**src/rtl/mem_arb_pkg.sv**
```systemverilog
// Shared definitions for the two-port memory arbiter: FSM state encoding,
// requester port indices and default RAM geometry.
package mem_arb_pkg;

  localparam int AW_DEFAULT = 9;
  localparam int DW_DEFAULT = 32;

  localparam logic PORT0 = 1'b0;
  localparam logic PORT1 = 1'b1;

  typedef enum logic [1:0] {
    IDLE   = 2'd0,
    ACCESS = 2'd1,
    RESP   = 2'd2
  } state_t;

endpackage

```
**src/rtl/memory_arbiter_rr_arb2.sv**
```systemverilog
// Two-input combinational grant logic.
// A lone request always wins. On a tie the port that was not granted last
// wins (round robin). With MEM_ARB_FIXED_PRIO_EN defined, port 0 always wins
// ties and last_gnt is ignored, so port 1 can starve.
module rr_arb2
  import mem_arb_pkg::*;
(
  input  logic [1:0] req,
  input  logic       last_gnt,
  output logic [1:0] gnt
);

`ifdef MEM_ARB_FIXED_PRIO_EN
  logic unused_last_gnt;
  assign unused_last_gnt = last_gnt;
`endif

  // One-hot grant from the request pair and the previous winner.
  always_comb begin
    gnt = 2'b00;
    case (req)
      2'b01: gnt = 2'b01;
      2'b10: gnt = 2'b10;
      2'b11: begin
`ifdef MEM_ARB_FIXED_PRIO_EN
        gnt = 2'b01;
`else
        gnt = (last_gnt == PORT1) ? 2'b01 : 2'b10;
`endif
      end
      default: gnt = 2'b00;
    endcase
  end

endmodule

```
**src/rtl/memory_arbiter.sv**
```systemverilog
// Two-port arbiter/sequencer in front of a synchronous RAM with a one-cycle
// registered read. Each access walks IDLE -> ACCESS -> RESP -> IDLE, one cycle
// per state. Grant pulses during ACCESS, the RAM strobe is high only during
// ACCESS, read data is captured at the end of RESP, and done pulses in the
// following IDLE cycle (where a new grant decision is already taken).
// Handshake: a requester holds pX_req (with we/addr/wdata) until it sees
// pX_gnt; the command is latched on the IDLE edge that issues the grant, so
// later changes to we/addr/wdata are ignored. pX_done marks completion.
// Optional feature: MEM_ARB_FIXED_PRIO_EN (fixed port-0 priority on ties).
module memory_arbiter
  import mem_arb_pkg::*;
#(
  parameter int AW = AW_DEFAULT,
  parameter int DW = DW_DEFAULT
) (
  input  logic          clk,
  input  logic          clear,
  input  logic          p0_req,
  input  logic          p0_we,
  input  logic [AW-1:0] p0_addr,
  input  logic [DW-1:0] p0_wdata,
  output logic          p0_gnt,
  output logic          p0_done,
  output logic [DW-1:0] p0_rdata,
  input  logic          p1_req,
  input  logic          p1_we,
  input  logic [AW-1:0] p1_addr,
  input  logic [DW-1:0] p1_wdata,
  output logic          p1_gnt,
  output logic          p1_done,
  output logic [DW-1:0] p1_rdata,
  output logic          mem_read,
  output logic          mem_write,
  output logic [AW-1:0] mem_addr,
  output logic [DW-1:0] mem_wdata,
  input  logic [DW-1:0] mem_rdata,
  output logic          busy,
  output state_t        state
);

  state_t     state_next;
  logic [1:0] req_vec;
  logic [1:0] gnt_vec;
  logic       last_gnt;
  logic       cur_port;
  logic       cur_we;
  logic       take;
  logic       sel;

  assign req_vec = {p1_req, p0_req};
  assign take    = (state == IDLE) && (|req_vec);
  assign sel     = gnt_vec[1];

  rr_arb2 u_arb (
    .req      (req_vec),
    .last_gnt (last_gnt),
    .gnt      (gnt_vec)
  );

  // State register.
  always_ff @(posedge clk or posedge clear) begin
    if (clear) state <= IDLE;
    else       state <= state_next;
  end

  // Next state and state-decoded outputs (grant, strobes, busy).
  always_comb begin
    state_next = state;
    p0_gnt     = 1'b0;
    p1_gnt     = 1'b0;
    mem_read   = 1'b0;
    mem_write  = 1'b0;
    busy       = (state != IDLE);
    case (state)
      IDLE: begin
        if (|req_vec) state_next = ACCESS;
      end
      ACCESS: begin
        p0_gnt     = (cur_port == PORT0);
        p1_gnt     = (cur_port == PORT1);
        mem_read   = ~cur_we;
        mem_write  = cur_we;
        state_next = RESP;
      end
      RESP: begin
        state_next = IDLE;
      end
      default: begin
        state_next = IDLE;
      end
    endcase
  end

  // Latch the winning command; the RAM address/data hold until the next grant.
  always_ff @(posedge clk or posedge clear) begin
    if (clear) begin
      cur_port  <= PORT0;
      cur_we    <= 1'b0;
      mem_addr  <= '0;
      mem_wdata <= '0;
      last_gnt  <= PORT1;
    end else if (take) begin
      cur_port  <= sel;
      cur_we    <= sel ? p1_we    : p0_we;
      mem_addr  <= sel ? p1_addr  : p0_addr;
      mem_wdata <= sel ? p1_wdata : p0_wdata;
      last_gnt  <= sel;
    end
  end

  // Capture read data at the end of RESP and pulse done for one cycle.
  always_ff @(posedge clk or posedge clear) begin
    if (clear) begin
      p0_done  <= 1'b0;
      p1_done  <= 1'b0;
      p0_rdata <= '0;
      p1_rdata <= '0;
    end else begin
      p0_done <= 1'b0;
      p1_done <= 1'b0;
      if (state == RESP) begin
        if (cur_port == PORT0) begin
          p0_done <= 1'b1;
          if (!cur_we) p0_rdata <= mem_rdata;
        end else begin
          p1_done <= 1'b1;
          if (!cur_we) p1_rdata <= mem_rdata;
        end
      end
    end
  end

endmodule

```
**config.mk**
```make
export PLATFORM = sky130hd
export DESIGN_NAME = memory_arbiter
export DESIGN_NICKNAME = d
export VERILOG_FILES = /design/src/rtl/mem_arb_pkg.sv /design/src/rtl/memory_arbiter_rr_arb2.sv /design/src/rtl/memory_arbiter.sv
export SDC_FILE = /design/constraint.sdc
export NUM_CORES = 1
export LEC_CHECK = 0
export CAP_MARGIN = 20
export CORE_MARGIN = 4
export CORE_UTILIZATION = 37
export CTS_BUF_LIST = sky130_fd_sc_hd__clkbuf_16
export DETAILED_ROUTE_END_ITERATION = 10
export GPL_TIMING_DRIVEN = 0
export PLACE_DENSITY = 0.74
export SLEW_MARGIN = 10
export SYNTH_ARGS = -nofsm -noshare
export SYNTH_HDL_FRONTEND = slang
export SYNTH_HIERARCHICAL = 1
export SYNTH_SLANG_ARGS = --single-unit
```
**constraint.sdc**
```tcl
create_clock -name clk -period 3.64 [get_ports clk]
set_clock_uncertainty 0.05 [all_clocks]
set_input_delay 0.546 -clock clk [delete_from_list [all_inputs] [get_ports clk]]
set_output_delay 0.546 -clock clk [all_outputs]
set_load 0.02 [all_outputs]
```
==> results.json, run 1 <==
{
  "total_cts_buffers": 9,
  "finalCritPeriodShare": 0.667,
  "grt_pass1_vias": 3555,
  "tritoncts": "done",
  "die_x_um": 121,
  "post-cts-setup-buffer-count": 0,
  "power.internal_mw": 4.31,
  "dpl_cell_area_um2": 7310,
  "vias": 3327,
  "synth_fp_nets": 414,
  "rsz0062_at_grt": "no",
  "globalRoute.busiestLayer": "met2",
  "timing.final.hold_violations": 0,
  "max-vdd-ir-drop_uv": 494,
  "comb_power_share": 0.517,
  "clk_pin_slew_worst_paths_ps": 80,
  "max-cap-violations": 0,
  "slowest_delay_ps": 620,
  "dpl.hpwl_um": 9490,
  "cts-resized-gates": 0,
  "placeableCoreArea_um2": 12600,
  "global_route.usage.total": 0.166,
  "ant_nets": 0,
  "dieHeight_um": 121,
  "initial_utilization": 0.376,
  "timing.critical_path.required_ps": 3040,
  "drc_violation_count_after_routing": 0,
  "cp_max_fo": 4,
  "grt-ovfl-total": 0,
  "register_area_um2": 2800,
  "outcome": "completed",
  "slew_hr": 0.741,
  "post_route_cells_drive_above_1_share": 0.335,
  "timing_max_transition_violations_final": 0,
  "portBuffers": 233,
  "power_frac_seq": 0.330,
  "postSynthCellCount": 294,
  "wire_per_inst_um": 17.0,
  "final_util": 0.606,
  "clk_sink_count": 112,
  "timing.critical_path.to_type": "output port",
  "global_route.usage.met3": 0.0765,
  "p_sw_mw": 2.36,
  "clk_path_buf_depth": 2,
  "min_clock_period_post_route_ps": 2430,
  "cts-hold-fix-buffers": 0,
  "layout_common_cells": "233 x sky130_fd_sc_hd__clkdlybuf4s50_1, 142 x sky130_fd_sc_hd__mux2_2, 111 x sky130_fd_sc_hd__dfrtp_1",
  "critical_path.startpoint_type": "flip-flop",
  "holdPathStages": 1,
  "setup_viol_count_final": 0,
  "cp_cell_sequence": "nand2b_1 -> inv_1 -> and2_1 -> clkdlybuf4s50_1",
  "number_of_antenna_violations_at_the_first_check_in_global_routing": 0,
  "leakage_nw": 3.13,
  "critPathArrivalTime_ps": 1830,
  "net_switching_fraction_of_the_power": 0.354,
  "critical-path-slowest-cell": "sky130_fd_sc_hd__clkdlybuf4s50_1",
  "max_freq_mhz": 412,
  "design.die.area_um2": 14600,
  "rows": 41,
  "setup_total_negative_slack_ps": 0,
  "gp_congestion": 0.722,
  "global_route_wire_length_before_repair_um": 18900,
  "i_o_pin_count": 234,
  "drt_iter0_markers": 117,
  "syn_area_um2": 4730,
  "multi_input_comb_area_um2": 1810,
  "hold_path_class": "reg -> reg",
  "finish.net_count": 659,
  "yosys_warnings": 6,
  "worst_slew_pin_slew_ps": 389,
  "final_cell_area_um2": 7610,
  "final_wirelength_um": 12200,
  "cts_htree_levels": 3,
  "worstRegToRegCells": 5,
  "power.share.clock": 0.153,
  "synth_area_per_cell_um2": 16.1,
  "detail_route.vias_per_cell": 4.65,
  "first_pass_drt_iterations": 4,
  "worst_skew_pair.late_latency_ps": 350,
  "final_common_cell": "sky130_fd_sc_hd__clkdlybuf4s50_1",
  "setup_slack_ps": 1210,
  "growth_of_design_area_from_synthesis_to_finish_pct": 61.1,
  "grt_use_met1": 0.189,
  "global_route.usage.met2": 0.276,
  "grt_start_max_net_pins": 78,
  "worst-setup-path-type": "reg -> out",
  "ctsRootBufferMaster": "sky130_fd_sc_hd__clkbuf_16",
  "insertedDiodeCount": 0,
  "num-fill-cells": 995,
  "power-per-cell-area_nw_per_um2": 876,
  "preCtsSetupSlack_ps": 1080
}
-- state kept, by name, indices dropped and copies added, names as in the netlist --
signal,cells
mem_wdata,32
p1_done,1
p0_done,1
cur_port,1
last_gnt,1
p1_rdata,32
mem_addr,9
state,2
p0_rdata,32
cur_we,1
-- routing by layer --
| metal | share of wire | wire, µm |
|---|---|---|
| met5 | 0 | 0 |
| met4 | 0.014 | 172 |
| met3 | 0.11 | 1380 |
| met2 | 0.49 | 5910 |
| met1 | 0.39 | 4700 |
-- area by class of cell --
type                    count  share of cell area
well taps                 172              0.0283
plain buffers              15              0.0136
inverters                   3             0.00214
flip-flops and latches    112               0.368
clock buffers               9              0.0296
clock inverters             7              0.0110
repair buffers            234               0.310
multi-input cells         164               0.237
-- stage by stage --
stage / power, mW / hold slack, ps / cells
after global placement: 5.65 / 417 / 699
after detailed placement: 5.73 / 429 / 700
final: 6.67 / 435 / 716
after global routing: 7.05 / 468 / 716
after floorplan: 4.03 / 477 / 294
after CTS: 6.78 / 446 / 716
-- power groups by stage --
stage | Sequential (mW) | Combinational [mW] | Clock (mW)
2_1_floorplan | 2.96 | 1.07 | 0
3_3_place_gp | 2.20 | 3.45 | 0
3_5_place_dp | 2.23 | 3.50 | 0
4_1_cts | 2.21 | 3.51 | 1.06
5_1_grt | 2.28 | 3.66 | 1.11
6_report | 2.20 | 3.45 | 1.02
-- worst max-delay path: cells and delay by family, from the launching register on --
family                 cells  cell delay (ps)
buffers and inverters      2              710
flip-flops                 1              430
AND/OR/NAND/NOR            2              340
-- worst paths after layout --
check                                  start             to  slack [ps]
min in group asynchronous              clear  mem_wdata[12]         530
max in group asynchronous              clear   p0_rdata[12]        2330
worst min register to register  p1_rdata[31]   p1_rdata[31]         440
worst min-delay path            p1_rdata[31]   p1_rdata[31]         440
worst max register to register      last_gnt    mem_addr[8]        1780
worst max-delay path                state[1]      mem_write        1210
Power figures use the tool's default switching activity.
==> inputs of run 2 (changes only) <==
- clock period: 3.64 -> 2.22 ns (I/O delays scaled with it)
==> run 2 against run 1 <==
Register-to-register slack worse by 1400 ps. Largest cell class unchanged. Final area increased by 0.31%. Clock power is 57% higher. Combinational power up 65%. Worst setup slack lost 1100 ps. First-iteration DRC count decreased by 52%.
==> results.json, run 2 (synthesis results as in run 1) <==
{
  "outcome": "completed",
  "leakage_nw": 3.16,
  "slowest_delay_ps": 640,
  "setup_total_negative_slack_ps": 0,
  "detail_route.vias_per_cell": 4.60,
  "worstRegToRegCells": 5,
  "r2r-start": "last_gnt",
  "total_cts_buffers": 9,
  "critical-path-slowest-cell": "sky130_fd_sc_hd__clkdlybuf4s50_1",
  "rsz0062_at_grt": "no",
  "max_freq_mhz": 474,
  "final_cell_area_um2": 7640,
  "global_route.usage.total": 0.172,
  "cp_cell_sequence": "nand2b_1 -> nor2_1 -> clkdlybuf4s50_1",
  "setup_viol_count_final": 0,
  "grt-ovfl-total": 0,
  "net_switching_fraction_of_the_power": 0.353,
  "post_route_cells_drive_above_1_share": 0.334,
  "vias": 3298,
  "timing.critical_path.max_delay_family": "buffers and inverters",
  "cp_max_fo": 4,
  "timing_max_transition_violations_final": 0,
  "preCtsSetupSlack_ps": -130,
  "timing.critical_path.to_type": "output port",
  "dpl_cell_area_um2": 7340,
  "ff2ff_setup_slack_ps": 360,
  "setup_slack_ps": 111,
  "p_total_mw": 10.9,
  "worst-setup-path-type": "reg -> out",
  "rows": 41,
  "min_clock_period_post_route_ps": 2110,
  "ant_nets": 0,
  "design.die.area_um2": 14600,
  "tritoncts": "done",
  "critical_path.startpoint_type": "flip-flop",
  "regToRegEndpoint": "mem_addr[3]",
  "final_common_cell": "sky130_fd_sc_hd__clkdlybuf4s50_1",
  "max-cap-violations": 0,
  "initial_utilization": 0.376,
  "finish.net_count": 661,
  "clk_path_buf_depth": 2,
  "number_of_antenna_violations_at_the_first_check_in_global_routing": 0,
  "growth_of_design_area_from_synthesis_to_finish_pct": 61.6,
  "cts_htree_levels": 3,
  "die_x_um": 121,
  "global_route_wire_length_before_repair_um": 19500,
  "gp_congestion": 0.744,
  "comb_power_share": 0.521,
  "multi_input_comb_area_um2": 1810,
  "power_frac_seq": 0.331,
  "power.internal_mw": 7.04,
  "wire_per_inst_um": 17.2,
  "worst_skew_pair.late_latency_ps": 340,
  "finish.cell_count_without_fillers": 717,
  "post-cts-setup-buffer-count": 0,
  "p_sw_mw": 3.85,
  "hold_path_class": "in -> async",
  "timing.critical_path.required_ps": 1840,
  "dpl.cell_count": 702,
  "drt_iter0_markers": 56,
  "slew_hr": 0.695,
  "worst_slew_pin_slew_ps": 457,
  "num-fill-cells": 1017,
  "i_o_pin_count": 234,
  "portBuffers": 233,
  "drc_violation_count_after_routing": 0,
  "insertedDiodeCount": 0,
  "final_util": 0.608,
  "grt_start_max_net_pins": 39,
  "register_area_um2": 2800,
  "clk_sink_count": 112,
  "grt_pass1_vias": 3733,
  "ctsRootBufferMaster": "sky130_fd_sc_hd__clkbuf_16",
  "dpl.hpwl_um": 9730,
  "layout_common_cells": "231 x sky130_fd_sc_hd__clkdlybuf4s50_1, 142 x sky130_fd_sc_hd__mux2_2, 111 x sky130_fd_sc_hd__dfrtp_1",
  "placeableCoreArea_um2": 12600,
  "power.share.clock": 0.147,
  "first_pass_drt_iterations": 4,
  "finalCritPeriodShare": 0.950,
  "critPathArrivalTime_ps": 1730,
  "critPathBufInv": 1,
  "final.hold.worst_slack_ps": 305,
  "final_wirelength_um": 12300,
  "dieHeight_um": 121,
  "max-vdd-ir-drop_uv": 717,
  "timing.final.hold_violations": 0,
  "top_registers": "mem_wdata x32, p0_rdata x32, p1_rdata x32",
  "clk_pin_slew_worst_paths_ps": 70,
  "power-per-cell-area_nw_per_um2": 1430
}
## run 2: changes by cell type in the layout (fill, tap and decap cells not counted)
cell | previous run | this run
sky130_fd_sc_hd__clkinv_2 | 1 | 0
sky130_fd_sc_hd__dlymetal6s2s_1 | 0 | 1
sky130_fd_sc_hd__clkdlybuf4s50_1 | 233 | 231
sky130_fd_sc_hd__inv_8 | 2 | 0
sky130_fd_sc_hd__clkinvlp_4 | 0 | 2
sky130_fd_sc_hd__inv_6 | 3 | 2
sky130_fd_sc_hd__buf_12 | 0 | 2
sky130_fd_sc_hd__clkinv_1 | 0 | 1
sky130_fd_sc_hd__dlygate4sd2_1 | 0 | 1
## run 2: worst max-delay path by stage
stage                     cells past startpoint  slack [ps]            to  startpoint
after floorplan                               1         480      cur_port       clear
after global placement                        2        -590  p0_rdata[19]       clear
after detailed placement                      6        -130   mem_addr[3]      p1_req
after CTS                                     3          50      mem_read    state[1]
after global routing                          3          40        p1_gnt    state[1]
final                                         3         110        p1_gnt    state[1]
## run 2: layer usage
metal	up-vias	wire length [µm]	track usage
li1	1543	-	-
met3	16	1030	0.0578
met1	1604	4920	0.200
met4	0	276	0.0708
met5	-	0	0
met2	135	6080	0.290
## run 2: repair_timing
item	CTS	global route
hold buffers	0	0
gates resized for setup	1	1
endpoints found under the setup margin	1	1
## run 2: worst register-to-register path, cell delays in order (launching register included)
cell                       delay, ps
sky130_fd_sc_hd__dfstp_2         370
sky130_fd_sc_hd__a21boi_0        140
sky130_fd_sc_hd__buf_2           230
sky130_fd_sc_hd__buf_2           320
sky130_fd_sc_hd__mux2_2          380
sky130_fd_sc_hd__mux2_2          260
## run 2: power groups by stage
stage	clock, mW	sequential [mW]	combinational (mW)
2_1_floorplan	0	4.85	1.75
6_report	1.60	3.61	5.68
3_5_place_dp	0	3.66	5.76
3_3_place_gp	0	3.60	5.67
5_1_grt	1.75	3.76	6.00
4_1_cts	1.66	3.63	5.78
## run 2: area by class of cell
| class | count | area share |
|---|---|---|
| flip-flops and latches | 112 | 0.367 |
| repair buffers | 236 | 0.314 |
| multi-input cells | 164 | 0.237 |
| clock buffers | 9 | 0.0295 |
| well taps | 172 | 0.0282 |
| plain buffers | 15 | 0.0136 |
| clock inverters | 6 | 0.00885 |
| inverters | 3 | 0.00197 |
==> inputs of run 3 (changes only) <==
- CAP_MARGIN: 20 -> 25
==> results of run 3 <==
Final layout, timing and power as in run 2 (identical DEF).
